`config.mk`:
```
export PLATFORM = sky130hd
export DESIGN_NAME = load_store_unit
export DESIGN_NICKNAME = d
export VERILOG_FILES = /design/src/rtl/load_store_unit.sv
export SDC_FILE = /design/constraint.sdc
export NUM_CORES = 1
export LEC_CHECK = 0
export ABC_AREA = 1
export CAP_MARGIN = 20
export CELL_PAD_IN_SITES_DETAIL_PLACEMENT = 0
export CELL_PAD_IN_SITES_GLOBAL_PLACEMENT = 1
export CORE_UTILIZATION = 34
export DETAILED_ROUTE_END_ITERATION = 8
export PLACE_DENSITY_LB_ADDON = 0.1
export SKIP_CTS_REPAIR_TIMING = 1
export SYNTH_ARGS = -nofsm -noshare
export SYNTH_HDL_FRONTEND = slang
export SYNTH_SLANG_ARGS = --single-unit
```
`constraint.sdc`:
```
create_clock -name clk -period 5.85 [get_ports clk]
set_input_delay 0.585 -clock clk [delete_from_list [all_inputs] [get_ports clk]]
set_output_delay 0.585 -clock clk [all_outputs]
set_load 0.01 [all_outputs]
```
`src/rtl/load_store_unit.sv`:
```
// Load/store unit: drives a word-addressed single-port data memory, doing sub-word stores by read-modify-write.
// Define LSU_MISALIGN_TRAP_EN to turn misaligned half/word accesses into error responses instead of aligning them.
module load_store_unit #(
    parameter int MEM_WORDS = 1024
) (
    input  logic        clk,
    input  logic        reset,
    input  logic        req_valid,
    output logic        req_ready,
    input  logic        req_write,
    input  logic [1:0]  req_size,
    input  logic        req_unsigned,
    input  logic [31:0] req_addr,
    input  logic [31:0] req_wdata,
    output logic        resp_valid,
    output logic [31:0] resp_rdata,
    output logic        resp_err,
    output logic        mem_read,
    output logic        mem_write,
    output logic [31:0] address,
    output logic [31:0] data_input,
    input  logic [31:0] data_output
);

    typedef enum logic [2:0] {
        IDLE,
        RD,
        RD_WAIT,
        RMW_RD,
        RMW_WAIT,
        WR
    } state_t;

    localparam logic [1:0]  SIZE_BYTE  = 2'b00;
    localparam logic [1:0]  SIZE_HALF  = 2'b01;
    localparam logic [1:0]  SIZE_WORD  = 2'b10;
    localparam logic [32:0] BYTE_LIMIT = 33'(MEM_WORDS) << 2;

    state_t      state, state_next;

    logic [1:0]  lat_size, lat_size_next;
    logic        lat_unsigned, lat_unsigned_next;
    logic [1:0]  lat_lane, lat_lane_next;
    logic [15:0] lat_wdata, lat_wdata_next;

    logic        req_ready_next;
    logic        resp_valid_next;
    logic [31:0] resp_rdata_next;
    logic        resp_err_next;
    logic        mem_read_next;
    logic        mem_write_next;
    logic [31:0] address_next;
    logic [31:0] data_input_next;

    logic        req_error;
    logic [1:0]  aligned_lane;
    logic [31:0] load_data;
    logic [31:0] merged_word;
    logic [7:0]  byte_sel;
    logic [15:0] half_sel;

    // Misaligned low address bits are dropped here; in trap mode such requests never reach memory anyway.
    always_comb begin
        case (req_size)
            SIZE_BYTE: aligned_lane = req_addr[1:0];
            SIZE_HALF: aligned_lane = {req_addr[1], 1'b0};
            default:   aligned_lane = 2'b00;
        endcase
    end

`ifdef LSU_MISALIGN_TRAP_EN
    logic misaligned;
    assign misaligned = ((req_size == SIZE_HALF) && req_addr[0]) ||
                        ((req_size == SIZE_WORD) && (req_addr[1:0] != 2'b00));
    assign req_error  = (req_size == 2'b11) || ({1'b0, req_addr} >= BYTE_LIMIT) || misaligned;
`else
    assign req_error  = (req_size == 2'b11) || ({1'b0, req_addr} >= BYTE_LIMIT);
`endif

    assign byte_sel = data_output[{lat_lane, 3'b000} +: 8];
    assign half_sel = data_output[{lat_lane[1], 4'b0000} +: 16];

    always_comb begin
        case (lat_size)
            SIZE_BYTE: load_data = {{24{~lat_unsigned & byte_sel[7]}}, byte_sel};
            SIZE_HALF: load_data = {{16{~lat_unsigned & half_sel[15]}}, half_sel};
            default:   load_data = data_output;
        endcase
    end

    always_comb begin
        merged_word = data_output;
        if (lat_size == SIZE_BYTE) begin
            merged_word[{lat_lane, 3'b000} +: 8] = lat_wdata[7:0];
        end else begin
            merged_word[{lat_lane[1], 4'b0000} +: 16] = lat_wdata;
        end
    end

    // Every output is registered, so the next-state logic also computes the next value of each output.
    always_comb begin
        state_next        = state;
        lat_size_next     = lat_size;
        lat_unsigned_next = lat_unsigned;
        lat_lane_next     = lat_lane;
        lat_wdata_next    = lat_wdata;
        resp_valid_next   = 1'b0;
        resp_rdata_next   = 32'd0;
        resp_err_next     = 1'b0;
        mem_read_next     = 1'b0;
        mem_write_next    = 1'b0;
        address_next      = address;
        data_input_next   = data_input;

        case (state)
            IDLE: begin
                if (req_valid && req_ready) begin
                    lat_size_next     = req_size;
                    lat_unsigned_next = req_unsigned;
                    lat_lane_next     = aligned_lane;
                    lat_wdata_next    = req_wdata[15:0];
                    if (req_error) begin
                        resp_valid_next = 1'b1;
                        resp_err_next   = 1'b1;
                    end else begin
                        address_next = {2'b00, req_addr[31:2]};
                        if (!req_write) begin
                            state_next    = RD;
                            mem_read_next = 1'b1;
                        end else if (req_size == SIZE_WORD) begin
                            state_next      = WR;
                            mem_write_next  = 1'b1;
                            data_input_next = req_wdata;
                        end else begin
                            state_next    = RMW_RD;
                            mem_read_next = 1'b1;
                        end
                    end
                end
            end
            RD: begin
                state_next = RD_WAIT;
            end
            RD_WAIT: begin
                state_next      = IDLE;
                resp_valid_next = 1'b1;
                resp_rdata_next = load_data;
            end
            RMW_RD: begin
                state_next = RMW_WAIT;
            end
            RMW_WAIT: begin
                state_next      = WR;
                mem_write_next  = 1'b1;
                data_input_next = merged_word;
            end
            WR: begin
                state_next      = IDLE;
                resp_valid_next = 1'b1;
            end
            default: begin
                state_next = IDLE;
            end
        endcase

        req_ready_next = (state_next == IDLE);
    end

    always_ff @(posedge clk) begin
        if (reset) begin
            state        <= IDLE;
            lat_size     <= 2'b00;
            lat_unsigned <= 1'b0;
            lat_lane     <= 2'b00;
            lat_wdata    <= 16'd0;
            req_ready    <= 1'b1;
            resp_valid   <= 1'b0;
            resp_rdata   <= 32'd0;
            resp_err     <= 1'b0;
            mem_read     <= 1'b0;
            mem_write    <= 1'b0;
            address      <= 32'd0;
            data_input   <= 32'd0;
        end else begin
            state        <= state_next;
            lat_size     <= lat_size_next;
            lat_unsigned <= lat_unsigned_next;
            lat_lane     <= lat_lane_next;
            lat_wdata    <= lat_wdata_next;
            req_ready    <= req_ready_next;
            resp_valid   <= resp_valid_next;
            resp_rdata   <= resp_rdata_next;
            resp_err     <= resp_err_next;
            mem_read     <= mem_read_next;
            mem_write    <= mem_write_next;
            address      <= address_next;
            data_input   <= data_input_next;
        end
    end

endmodule

```
=== After elaboration in Yosys (flattened, before gate mapping) ===
Cells that the tools add are included.

* Register bits after elaboration: 123
* Bits in latches: 0
* Memory bits (writable): 0
* ROM bits: 0
* Bits of input ports: 103
* Output and inout port bits: 101
* Word-level logic and storage cells: 81
* Memories kept: 0

* $add $sub $neg: 2
* $mul: 0
* Divide/modulo/power cells: 0
* Magnitude comparators: 1
* Equality and inequality tests: 13
* Shift operators: 6
* Multiplexer cells: 25
* Bitwise gates (word level): 7
* Reductions and logical operators: 14

{| class="wikitable"
|+ Operators by type and width
! kind !! number
|-
| two-way mux 32 bit || 5
|-
| case mux 32 bit (2 select lines) || 2
|-
| bitwise mux 32 bit || 2
|-
| >= comparator 32 x 13 -> 1 bit (second input constant) || 1
|-
| variable shift 16 x 7 -> 32 bit (first input constant) || 1
|-
| variable shift 8 x 7 -> 32 bit (first input constant) || 1
|-
| variable part select 16 x 7 -> 32 bit || 1
|-
| variable part select 32 x 6 -> 16 bit || 1
|-
| variable part select 32 x 6 -> 8 bit || 1
|-
| variable part select 8 x 7 -> 32 bit || 1
|-
| negation 5 -> 7 bit || 2
|-
| two-way mux 3 bit || 4
|-
| case mux 3 bit (4 select lines) || 1
|-
| two-way mux 1 bit || 8
|-
| != test 2 bit (second input constant) || 4
|-
| == test 3 x 2 -> 1 bit (second input constant) || 2
|-
| == test 3 bit (second input constant) || 2
|-
| zero test 3 bit || 2
|-
| OR reduction 2 bit || 3
|-
| inverter 1 bit || 5
|-
| AND reduction 5 bit || 1
|-
| == test 2 x 1 -> 1 bit (second input constant) || 2
|-
| == test 2 bit (second input constant) || 2
|-
| zero test 2 bit || 2
|-
| other kinds (10) || 12
|}

=== Depth between registers and ports, before layout ===
* Word-level depth: 7
* Gate-level depth with buffers: 15
* Gate-level depth less buffers: 11

=== Worst setup path before layout ===
Ideal clock, no wire load.

* Kind: reg-to-reg
* Start point: reg lat_lane[1]
* End point: reg data_input[22]
* Library setup time: 0.064 ns
* Arrival: 2.119 ns
* Data required time: 5.786 ns
* Path slack: 3.668 ns
* Cell stages (with the launch flop): 16
* Path buffers: 4
* Period minus slack after synthesis: 2.182 ns
* Cells stage by stage: dfxtp_1 -> buf_2 -> clkinv_1 -> clkbuf_1 -> ha_1 -> buf_2 -> inv_1 -> buf_2 -> nand2_1 -> o21ai_0 -> nand2_1 -> nand3_1 -> o21ai_0 -> nand2_1 -> nand2_1 -> nor2_1

* Word-level cells in the longest chain between the ends: 5
* Elaborated cells between the ends (all ways): 10
* Classes of those cells: add/sub (2); shift (4); mux (4)

{| class="wikitable"
|+ Ends and longest elaborated chain
! item !! line !! text
|-
| start: declaration || 43 || <nowiki>logic [1:0] lat_lane, lat_lane_next;</nowiki>
|-
| start signal: assignment || 188 || <nowiki>lat_lane <= lat_lane_next;</nowiki>
|-
| negation 5 -> 7 bit, on equally long branches || 96, 94 ||
|-
| variable part select 16 x 7 -> 32 bit, or another cell as far along || 96 || <nowiki>merged_word[{lat_lane[1], 4'b0000} +: 16] = lat_wdata;</nowiki>
|-
| bitwise mux 32 bit, on equally long branches || 96, 94 ||
|-
| two-way mux 32 bit (*) || 93 || <nowiki>if (lat_size == SIZE_BYTE) begin</nowiki>
|-
| case mux 32 bit (2 select lines) (*) || 115 || <nowiki>case (state)</nowiki>
|-
| end signal: assignment || 197 || <nowiki>data_input <= data_input_next;</nowiki>
|-
| end: declaration || 21 || <nowiki>output logic [31:0] data_input,</nowiki>
|}

Every way passes the cells marked *; elsewhere a longest branch is shown, timed or not.
A chain may end at the register's enable or synchronous reset.

=== Worst setup path in the final report ===
* Start point: reg state[2]
* End point: reg data_input[8]

* Word-level cells in the longest chain between the ends: 3
* Elaborated cells between the ends (all ways): 9
* Classes of those cells: eq/ne (5); mux (1); reduce/logical (3)

{| class="wikitable"
|+ Ends and longest elaborated chain
! item !! line !! text
|-
| start: declaration || 39 || <nowiki>state_t state, state_next;</nowiki>
|-
| start signal: assignment || 185 || <nowiki>state <= state_next;</nowiki>
|-
| == test 3 bit / zero test 3 bit (equally long branches) || 115 ||
|-
| nonzero test 2 bit (no line) / != test 2 bit (equally long branches) || - ||
|-
| AND reduction 5 bit (no line) || - ||
|}

Several ways; a longest one is shown, not always the timed one.

==> summary.txt <==
Outcome
  • Status: completed

Layout
  • Layout cells sized above 1: 0.0557
  • Most frequent cells in the layout: clkdlybuf4s50_1, nand2_1, dfxtp_1
  • Ant diodes: 0
  • Fin util: 0.505
  • Layout area overhead: 43.2%
  • Commonest non-fill, non-tap cell in the layout: clkdlybuf4s50_1
  • Final nets: between 1000 and 1500

Worst hold path
  • Worst hold path class: reg -> reg

Route
  • Routed length per instance: about 16 µm
  • Vias: between 6000 and 7000
  • DRC: 0
  • DR vias/cell: 5.01
  • Post-Route WL: 21500 µm
  • Iter 0 DRT Violations: 509
  • Routed Antenna Nets: 0
  • First-pass detailed-route iteration total: 5

Power and ir drop
  • Int Pwr: around 0.0017 W
  • Comb power frac: 0.121
  • LEAKAGE: 3.55 nW
  • Reg power frac: 0.379
  • Power density cells: approximately 260 mW/mm²
  • Switch share: 0.258
  • Clk network pwr share: 0.500
  • P_sw: approximately 0.00059 W
  • VDD IR-drop max: slightly above 0.0002 V

Setup path
  • CP delay by family, top: simple AND/OR/NAND/NOR gates
  • CP Data Required Time: between 6000 and 7000 ps
  • CP Cell Sequence: inv_1 > nor2_4 > inv_2 > nand2_4 > nand2_1 > a21oi_1
  • Worst Setup End Kind: flop
  • Slowest stage cell, crit path: nor2_4
  • Worst path arrival time: around 3200 ps
  • Worst Path Buf+Inv: 2
  • Crit-path max FO: 50
  • Startpoint Class: flop
  • WS Path Type: reg -> reg
  • CP peak stage delay: ~700 ps

CTS
  • CTS tree: done
  • H-tree level count: 4
  • Total clock sinks: 123
  • Clock Path Buffers: 2
  • Root Driver: clkbuf_16
  • Reg clk slew, reported paths: 60 ps
  • Clock buffer count from CTS: 17
  • Clk Latency, worst-skew pair: between 400 and 500 ps

Synthesis
  • Leading register cell type out of synthesis: dfxtp_1
  • Synth Register Bits: 123
  • Synth Area in Adders: 0.0101
  • Synth Area in XOR/XNOR: 0
  • Netlist Area Pre-Place: between 0.006 and 0.007 mm²
  • Mapped Avg Cell Area: between 6 and 7 µm²
  • Syn. warnings: 0
  • Number of synthesized flops with an enable pin: 0
  • Post-synth cell types: 33
  • Synth Area in Simple Gates: 0.251
  • Register area share after synthesis: 0.398
  • Post-synthesis instance total: just over 900
  • Compound-Gate Fraction of Synth Area: 0.230
  • Largest family of logic cells by synthesized area: simple AND/OR/NAND/NOR gates
  • Fraction of synthesized area in multiplexers: 0
  • Asr flop ratio synth: 0

STA
  • Final Setup Violations: 0
  • Clk_skew: between 7 and 8 ps
  • Slew @ Worst Pin: around 900 ps
  • Pins Over Slew Limit: 0
  • Max-slew headroom: 0.384
  • Tcrit/Tclk final: 0.489
  • RSZ-0062 raised after global routing: false
  • Setup total negative slack: 0 ps
  • FMAX: roughly 350 MHz
  • Final Hold Vio Count: 0
  • Minimum clock period: approximately 2900 ps

Global route
  • Number of global-route vias before repair: 6172
  • Grt total ovfl: 0
  • Initial antenna violation count: 0
  • First-pass GRT wire length: about 33000 µm
  • GRT Overall Usage: 0.236
  • Largest net degree at the start of global routing: 84

Placement
  • GP Congestion: 0.842
  • Port Buf Inserts: 201
  • DP HPWL: approximately 15000 µm

Die
  • Chip height: 137 µm
  • Initial core utilization: 0.353
  • Die width: around 140 µm
  • Die area: 0.0188 mm²
  • I/O pin count: approximately 200
  • Core ar.: ~0.018 mm²
  • Row cnt: 48

Job
  • Max-Cap Viols: 0
==> final timing paths <==
kind               startpoint       endpoint  slack [ps]  cells after the start
setup / recovery     state[2]  data_input[8]        2990                      6
hold / removal    address[24]    address[24]         450                      2
setup reg to reg     state[2]  data_input[8]        2990                      6
hold reg to reg   address[24]    address[24]         450                      2
==> cell families (layout without fill, tap and decap cells) <==
group,count (synthesis),in the layout
buf+inv,164,338
simple gates,364,364
flops,123,123
compound gates,264,264
fa+ha+maj,5,5
other cells,1,2
==> stage by stage <==
step	setup WS (ps)	cells	hold slack [ps]	instance area (µm²)	total power [W]
final	2990	1321	455	8860	0.00228
after global routing	2700	1321	472	8860	0.00237
after CTS	2800	1320	457	8850	0.00231
after detailed placement	2650	1288	449	8210	0.00116
after global placement	2720	1288	442	8210	0.00116
after floorplan	3670	922	439	6190	0.00103
==> per-layer routing <==
layer | vias up | track usage | wire length (µm)
met4 | 0 | 0.0922 | 522
met3 | 32 | 0.0656 | 1460
met2 | 230 | 0.380 | 10100
met5 | - | 0 | 0
met1 | 3001 | 0.297 | 9520
li1 | 3357 | - | -
==> power groups by stage <==
stage / clock network (W) / logic (W) / registers [W]
6_report: 0.00114 / 0.000276 / 0.000866
5_1_grt: 0.00120 / 0.000305 / 0.000867
4_1_cts: 0.00116 / 0.000273 / 0.000868
3_5_place_dp: 0 / 0.000271 / 0.000887
3_3_place_gp: 0 / 0.000273 / 0.000887
2_1_floorplan: 0 / 0.000153 / 0.000877
==> worst min-delay path: stages, from the launching register on <==
cell and delay [ps]:
dfxtp_1 310, nand3_1 70, inv_1 40
==> area by class of cell <==
class | instances | area (µm²)
tap | 225 | 282
multi-input combinational | 635 | 3060
inverter | 101 | 379
clock buffer | 20 | 447
timing repair buffer | 205 | 2050
fill | 1830 | 8670
clock inverter | 12 | 188
sequential | 123 | 2460
==> synth_stat cells, types with 6 or more instances <==
library cell / count / share of area
buf_1: 7 / 0.0042
a31oi_1: 9 / 0.0091
clkbuf_1: 37 / 0.022
nand4_1: 10 / 0.010
dfxtp_1: 123 / 0.40
a21oi_2: 10 / 0.014
buf_6: 6 / 0.011
inv_1: 97 / 0.059
nor2_1: 89 / 0.054
o21ai_0: 121 / 0.098
nand3_1: 66 / 0.053
buf_2: 11 / 0.0089
o221ai_1: 7 / 0.0099
o22ai_1: 16 / 0.016
a21oi_1: 93 / 0.075
nand2_1: 185 / 0.11
==> state kept, by name (all words and copies together), names as in the netlist <==
register      count
lat_unsigned      1
mem_read          1
req_ready         1
resp_err          1
data_input       32
lat_lane          2
address          30
lat_wdata        16
mem_write         1
resp_valid        1
state             3
lat_size          2
resp_rdata       32
Power figures use the tool's default switching activity.
==> patch: new RTL, config.mk and constraints unchanged <==
Re-encode `state_t` (6 states) as one-hot, 6 bits wide.
--- a/src/rtl/load_store_unit.sv
+++ b/src/rtl/load_store_unit.sv
@@ -22,13 +22,13 @@
     input  logic [31:0] data_output
 );
 
-    typedef enum logic [2:0] {
-        IDLE,
-        RD,
-        RD_WAIT,
-        RMW_RD,
-        RMW_WAIT,
-        WR
+    typedef enum logic [5:0] {
+        IDLE     = 6'b000001,
+        RD       = 6'b000010,
+        RD_WAIT  = 6'b000100,
+        RMW_RD   = 6'b001000,
+        RMW_WAIT = 6'b010000,
+        WR       = 6'b100000
     } state_t;
 
     localparam logic [1:0]  SIZE_BYTE  = 2'b00;
Behaviour: same outputs for any inputs over 4 cycles, from zero or initial values and one cycle with reset high; so few cycles prove little.
==> patch against the unedited design <==
  * Worst hold slack got worse by 0.019 ns
  * Power is 1.3% lower
  * Clock skew is 0.0015 ns higher
  * Cell count rose by 5.0%
  * Area after synthesis up 4.0%
  * Setup slack got worse by 0.081 ns
  * Die area up 4.0%
  * Routed wire length fell by 0.55%
  * Core utilization shrank 0.73 points
  * Sequential cell count rose by 3
  * First-iteration DRC count fell by 21%
  * Critical path depth up 4
  * Design area rose by 2.7%
  * Critical endpoint is now data_input[18]
==> patch: results (changes against the unedited design) <==
[status]
outcome=completed

[finish]
clockNetworkAreaShare=0.0679  ; -0.00366
inverters=95  ; -5.9%
seq_cells=126  ; +2.4%
n_clock_buffer=17  ; -15%
nFillCells=1917  ; +4.8%
multi_input_comb_cells=700  ; +10%
multi_input_area_mm2=0.00326  ; +6.8%
seq_share=0.277  ; -0.000661
buffer_area_frac=0.225  ; -0.00604
layout-drive-gt1-share=0.0604  ; +0.00479

[worst_setup_path]
cp_slowest_stage_delay_ns=0.66  ; -0.05 ns
path_max_fanout=29  ; -42%
r2r-start=lat_lane[1]
cp.arrival_ns=3.31  ; +0.10 ns
timing.rr.end=data_input[18]
reg2reg_depth=10  ; +4
rrSetupSlack_ns=2.91  ; -0.08 ns

[power_and_ir_drop]
seqPwrFrac=0.389  ; +0.010
intPower_mw=1.69  ; -0.46%
ir_drop_mv=0.202  ; -0.27%

[place]
place_area_mm2=0.00848  ; +3.3%
place.gp.congestion=0.844  ; +0.25%
place_ws_ns=2.78  ; +0.131 ns

[route]
wl_per_cell_um=15.5  ; -5.3%
wl_met3_um=1270  ; -13%
wl_met1_um=9030  ; -5.1%
wl_met2_um=10700  ; +6.3%
top_layer=met5
dr.first_iter.drc_count=404  ; -21%
via_count=6661  ; +0.62%

[global_routing]
use_met3=0.0561  ; -0.00946
grt_pass1_vias=6386  ; +3.5%
antenna_found_initial=1  ; +1
grt_util_met1=0.273  ; -0.0247
grt_use_total=0.225  ; -0.0113
grt_pass1_wl_um=34000  ; +1.8%
grtUsageMet2=0.385  ; +0.00464

[timing]
fin_skew_ns=0.00892  ; +0.00151 ns
slew_headroom=0.346  ; -0.0371
fmax_mhz=340  ; -2.8%

[synthesis]
synth_cells=980  ; +6.4%
synth_common_cells=277 x nand2_1, 164 x nor2_1, 126 x dfxtp_1, 86 x inv_1, 80 x o21ai_0
synth_area_leaders=dfxtp_1 39%, nand2_1 16%, nor2_1 9.6%
synth_cell_type_count=37  ; +12%

[floorplan]
n_tap_cell=229  ; +1.8%

patch: cells by family after synthesis:
kind of cell	Yosys count	share of synthesized area
compound gates	203	0.180
fa+ha+maj	5	0.00971
buf+inv	155	0.102
flops	126	0.392
mux	7	0.0109
other cells	1	0.000582
simple gates	483	0.305
patch: power groups by stage:
stage	clock (mW)	combinational, mW	sequential (mW)
after floorplan	0	0.138	0.893
after global placement	0	0.251	0.896
after detailed placement	0	0.251	0.896
after CTS	1.15	0.252	0.877
after global routing	1.19	0.278	0.877
final	1.13	0.251	0.877
patch: worst min path at each step:
stage                 from           to  slack, ns  cells after the start
3_5_place_dp   address[17]  address[17]       0.43                      2
2_1_floorplan  address[10]  address[10]       0.46                      2
5_1_grt        address[20]  address[20]       0.45                      2
3_3_place_gp   address[19]  address[19]       0.42                      2
6_report       address[13]  address[13]       0.44                      2
4_1_cts        address[20]  address[20]       0.44                      2
patch: worst min-delay path: stages, from the launching register on:
cell and delay, ns:
dfxtp_1 0.31, nand2_1 0.06, nor2_1 0.03
